[src/rtl/trace_fifo.sv]
// Synchronous FIFO buffering DUT write-back entries until the golden model
// catches up. Pointers carry one extra wrap bit to tell full from empty.
// Storage is not reset; only the pointers are.
module trace_fifo #(
    parameter int unsigned DEPTH = 4,
    parameter int unsigned WIDTH = 70
) (
    input  logic             clk,
    input  logic             rst_n,
    input  logic             push,
    input  logic             pop,
    input  logic [WIDTH-1:0] wdata,
    output logic [WIDTH-1:0] rdata,
    output logic             full,
    output logic             empty
);

    localparam int unsigned AW = (DEPTH > 1) ? $clog2(DEPTH) : 1;

    logic [AW:0]      wr_ptr_q, wr_ptr_d;
    logic [AW:0]      rd_ptr_q, rd_ptr_d;
    logic [WIDTH-1:0] mem_q [DEPTH];
    logic [WIDTH-1:0] mem_d [DEPTH];
    logic             do_push;
    logic             do_pop;

    assign empty   = (wr_ptr_q == rd_ptr_q);
    assign full    = (wr_ptr_q[AW] != rd_ptr_q[AW]) &&
                     (wr_ptr_q[AW-1:0] == rd_ptr_q[AW-1:0]);
    assign do_pop  = pop && !empty;
    assign do_push = push && (!full || do_pop);
    assign rdata   = mem_q[rd_ptr_q[AW-1:0]];

    // Next pointer and storage values for this cycle's push/pop.
    always_comb begin
        wr_ptr_d = wr_ptr_q;
        rd_ptr_d = rd_ptr_q;
        mem_d    = mem_q;
        if (do_push) begin
            mem_d[wr_ptr_q[AW-1:0]] = wdata;
            wr_ptr_d = wr_ptr_q + (AW+1)'(1);
        end
        if (do_pop) begin
            rd_ptr_d = rd_ptr_q + (AW+1)'(1);
        end
    end

    // Pointer registers; reset empties the buffer.
    always_ff @(posedge clk or negedge rst_n) begin
        if (!rst_n) begin
            wr_ptr_q <= '0;
            rd_ptr_q <= '0;
        end else begin
            wr_ptr_q <= wr_ptr_d;
            rd_ptr_q <= rd_ptr_d;
        end
    end

    // Entry storage, data only.
    always_ff @(posedge clk) begin
        mem_q <= mem_d;
    end

endmodule

[config.mk]
export PLATFORM = sky130hd
export DESIGN_NAME = trace_fifo
export DESIGN_NICKNAME = d
export VERILOG_FILES = /design/src/rtl/trace_fifo.sv
export SDC_FILE = /design/constraint.sdc
export NUM_CORES = 1
export LEC_CHECK = 0
export ABC_AREA = 0
export CORE_ASPECT_RATIO = 1.25
export CORE_MARGIN = 2
export CORE_UTILIZATION = 58
export DETAILED_ROUTE_END_ITERATION = 10
export PLACE_DENSITY_LB_ADDON = 0.1
export SYNTH_ARGS = -nofsm -noshare
export SYNTH_HDL_FRONTEND = slang
export SYNTH_SLANG_ARGS = --single-unit
[constraint.sdc]
create_clock -name clk -period 4.8 [get_ports clk]
set_clock_uncertainty 0.05 [all_clocks]
set_input_delay 0.96 -clock clk [delete_from_list [all_inputs] [get_ports clk]]
set_output_delay 0.96 -clock clk [all_outputs]
set_load 0.005 [all_outputs]
# Word-level counts from Yosys, hierarchy flattened
# Index checks and enable logic that the tools add are counted.
[totals]
reg_bits = 286
input_bits = 74
output_inout_bits = 72
wordCells = 29
[op_classes]
add_sub_neg = 2
n_lt_le_gt_ge = 3
n_eq_ne = 3
muxes = 6
n_bitwise = 2
reduce_logical = 7
[op_table]
columns = ["op", "count"]
rows = [
  ["280-bit bitwise mux", 1],
  ["70-bit two-way mux", 3],
  ["70-bit binary-select mux with 2-bit select", 1],
  ["70-bit demux with 2-bit select", 1],
  ["3-bit by 1-bit adder with 3-bit output (second input constant)", 2],
  ["3-bit >= comparator (second input constant)", 2],
  ["2-bit NOT with 3-bit output", 2],
  ["1-bit logical AND", 4],
  ["3-bit == test", 1],
  ["3-bit by 1-bit < comparator with 1-bit output (second input constant)", 1],
  ["2-bit == test", 1],
  ["1-bit logical NOT", 2],
  ["1-bit logical OR", 1],
  ["1-bit != test", 1],
]

# Longest topological paths before layout
[logic_depth]
word_depth = 6
ltp_mapped = 4

# Worst setup path after synthesis
# OpenSTA, ideal clock, no wires.
[synth_path]
path_kind = "in2reg"
start = "input port pop"
end = "register mem_q[100] (netlist bit), enable pin"
t_arrival_ns = 2.761
slack_ns = 1.553
path_stages = 2
n_path_buf = 0
path_cell_list = "or4_1 > and3_1"
[synth_via]
elab_chain_len = 3
[synth_rtl]
columns = ["element", "line_no", "text"]
rows = [
  ["from (decl)", "11", "input logic pop,"],
  ["1-bit logical AND", "30", "assign do_pop = pop && !empty;"],
  ["1-bit logical OR", "31", "assign do_push = push && (!full || do_pop);"],
  ["1-bit logical AND", "31", ""],
  ["to (signal assigned)", "61", "mem_q <= mem_d;"],
  ["to (decl)", "22", "logic [WIDTH-1:0] mem_q [DEPTH];"],
]
# No other way between the ends.
# A chain may end at the register's enable or synchronous reset.

# Final worst setup path
[layout_path]
start = "register rd_ptr_q[0]"
end = "output port rdata[32]"
[layout_via]
elab_chain_len = 4
[layout_rtl]
columns = ["element", "line_no", "text"]
rows = [
  ["from (decl)", "21", "logic [AW:0] rd_ptr_q, rd_ptr_d;"],
  ["from (signal assigned)", "55", "rd_ptr_q <= rd_ptr_d;"],
  ["2-bit NOT with 3-bit output (not written as such)", "32", "assign rdata = mem_q[rd_ptr_q[AW-1:0]];"],
  ["70-bit binary-select mux with 2-bit select", "32", ""],
  ["70-bit two-way mux (not written as such) (2 in a row)", "32", ""],
  ["to (decl)", "13", "output logic [WIDTH-1:0] rdata,"],
]
# No other way between the ends. The select of a mux whose other input is x is not followed.

==> results by group <==
Placement
  • RD Place Congestion: 0.747
  • IO buf count: 145
  • Inst Count DP: 762
  • Pre-CTS WS: 1.42 ns
  • Cell Area, Placed: 0.0122 sq mm
  • Final HPWL DP: 10300 microns

Synthesis
  • Net Count, Synth: 480
  • Synth Warn #: 0
  • Cell variety after synth: 23
  • Gate Count Post-Synth: 401
  • Seq cells post-synth: 286
  • Post-Syn Area: 0.0105 sq mm
  • Synthesized area per cell: 26.1 sq um
  • Seq/Total Area, Yosys: 0.816

Die
  • Die H: 154 microns
  • I/O pin total: 146
  • Starting density of the core: 0.586
  • Die width: 124 microns
  • Core area: 0.0179 sq mm
  • Full die area: 0.0192 sq mm
  • FP Rows: 55

Worst setup path
  • Critical Path Source Type: flop
  • Critical Path Fanout Max: 37
  • Crit Path Category: flop to output port
  • WP data required: 3.79 ns
  • WP data arrival: 2.83 ns
  • Critical Path End Type: output port

Clock network
  • H-tree depth: 1
  • Total CTS buffers: 27
  • Clock sink count: 286
  • TritonCTS clock tree: done
  • Clock-pin slew on the worst setup and hold paths: 0.06 ns
  • Root buffer cell: clkbuf_16
  • Post-CTS sizing: 0
  • # hold bufs at CTS: 0
  • Worst skew pair latency: 0.51 ns
  • Post-CTS Setup Repair Bufs: 0
  • Clock buffer depth: 3

GRT
  • Largest net degree at the start of global routing: 74
  • Vias in the first global route: 5036
  • First-pass GRT wire length: 28200 microns
  • Initial antenna violation count: 0
  • Final global-route overflow total: 0
  • Gr usage total: 0.192

Timing
  • Final worst-path cycle share: 0.801
  • Final setup fails: 0
  • Minimum clock period: 3.84 ns
  • Final hold vios: 0
  • Total Neg Setup Slack: 0 ns
  • WHS: 0.499 ns
  • Setup WS post-layout: 0.956 ns
  • Max Slew Vio Count: 0
  • F_max: 260 MHz
  • Max_slew headroom: 0.242
  • RSZ-0062 raised after global routing: no
  • Worst Tran Pin Value: 1.14 ns

Cells and area
  • Layout Nets: 642
  • Layout cells sized above 1: 0.204
  • Fin cells: 810
  • Final Util: 0.730
  • Area delta synth->final: 24.6%
  • Filler Cell Count: 1075
  • Area of the multi-input gates: 0.00186 sq mm
  • Most frequent cells in the layout: 280 x edfxtp_1, 145 x clkdlybuf4s50_1, 70 x mux4_2
  • Sequential Area: 0.00857 sq mm
  • Final antenna diode count: 0
  • Cell area after layout: 0.0131 sq mm
  • Most common cell after layout, fill and taps aside: edfxtp_1

Detailed routing
  • DRC Markers: 0
  • DRT iter0 DRCs: 275
  • 1st-pass router iterations: 4
  • Post-Route WL: 18300 microns
  • Via-per-instance ratio: 5.78
  • Via count: 4685
  • Routed len/inst: 22.7 microns
  • Post-route ant nets: 0

Hold path
  • Worst hold-check path type: flop to flop

Pwr
  • P per Cell Area: 618 mW/mm^2
  • VDD IR-drop max: 0.575 mV
  • Total power: 8.07 mW
  • LEAKAGE: 4.20 nW

Outcome
  • Outcome: finished, final reports clean

Flow run
  • Max Cap Viol: 0
cell families after synthesis:
group / count (synthesis) / synth area share
XOR/XNOR: 8 / 0.00919
flip-flops: 286 / 0.816
multiplexers: 72 / 0.153
adder cells (fa/ha/maj): 5 / 0.00597
buffers and inverters: 19 / 0.00811
AND/OR/NAND/NOR: 7 / 0.00406
AO/OA/AOI/OAI: 4 / 0.00394
area by class of cell:
type / count / area share
clock buffer: 35 / 0.0540
clock inverter: 13 / 0.0107
inverter: 3 / 0.000958
multi-input combinational: 96 / 0.142
sequential: 286 / 0.656
tap: 228 / 0.0218
timing repair buffer: 149 / 0.114
sequential cells by signal (all words and copies together) (netlist names):
register	count
mem_q	280
rd_ptr_q	3
wr_ptr_q	3
worst paths after layout:
kind | depth (start not counted) | endpoint | start | slack (ns)
worst min-delay path | 1 | rd_ptr_q[2] | rd_ptr_q[2] | 0.50
worst max register to register | 3 | mem_q[275] | rd_ptr_q[1] | 1.72
worst min register to register | 1 | rd_ptr_q[2] | rd_ptr_q[2] | 0.50
worst max-delay path | 3 | rdata[32] | rd_ptr_q[0] | 0.96
max in group asynchronous | 1 | rd_ptr_q[0] | rst_n | 3.77
min in group asynchronous | 1 | rd_ptr_q[1] | rst_n | 0.65
where the power goes:
part	switching, mW	internal, mW	total, mW
combinational	0.897	1.45	2.35
clock	0.833	1.19	2.03
sequential	0.361	3.33	3.69
total	2.09	5.98	8.07
synth_stat cells:
library cell,n,area [sq um]
edfxtp_1,280,8410
mux4_2,70,1580
buf_2,8,40.0
dfrtp_1,6,150
ha_1,5,62.6
xnor2_1,5,43.8
clkbuf_1,4,15.0
and3_1,3,18.8
buf_1,3,11.3
inv_1,3,11.3
nor3_1,2,10.0
and2_1,1,6.26
buf_4,1,7.51
mux2_1,1,11.3
mux2_2,1,11.3
o311ai_0,1,8.76
o31ai_1,1,7.51
o41ai_1,1,8.76
o41ai_2,1,16.3
or4_1,1,7.51
xor2_1,1,8.76
xor2_2,1,16.3
xor2_4,1,27.5
critical path: stages (launching register included):
cell	delay, ns
dfrtp_4	0.95
buf_4	0.35
mux4_2	0.54
clkdlybuf4s50_1	0.46
layer usage:
layer,vias to the layer above,part of all wire,global-route usage
met5,-,0,0
met4,0,0.015,0.0514
met3,20,0.062,0.0453
met2,152,0.53,0.326
met1,2450,0.40,0.255
li1,2063,-,-
(Power assumes the default switching activity.)
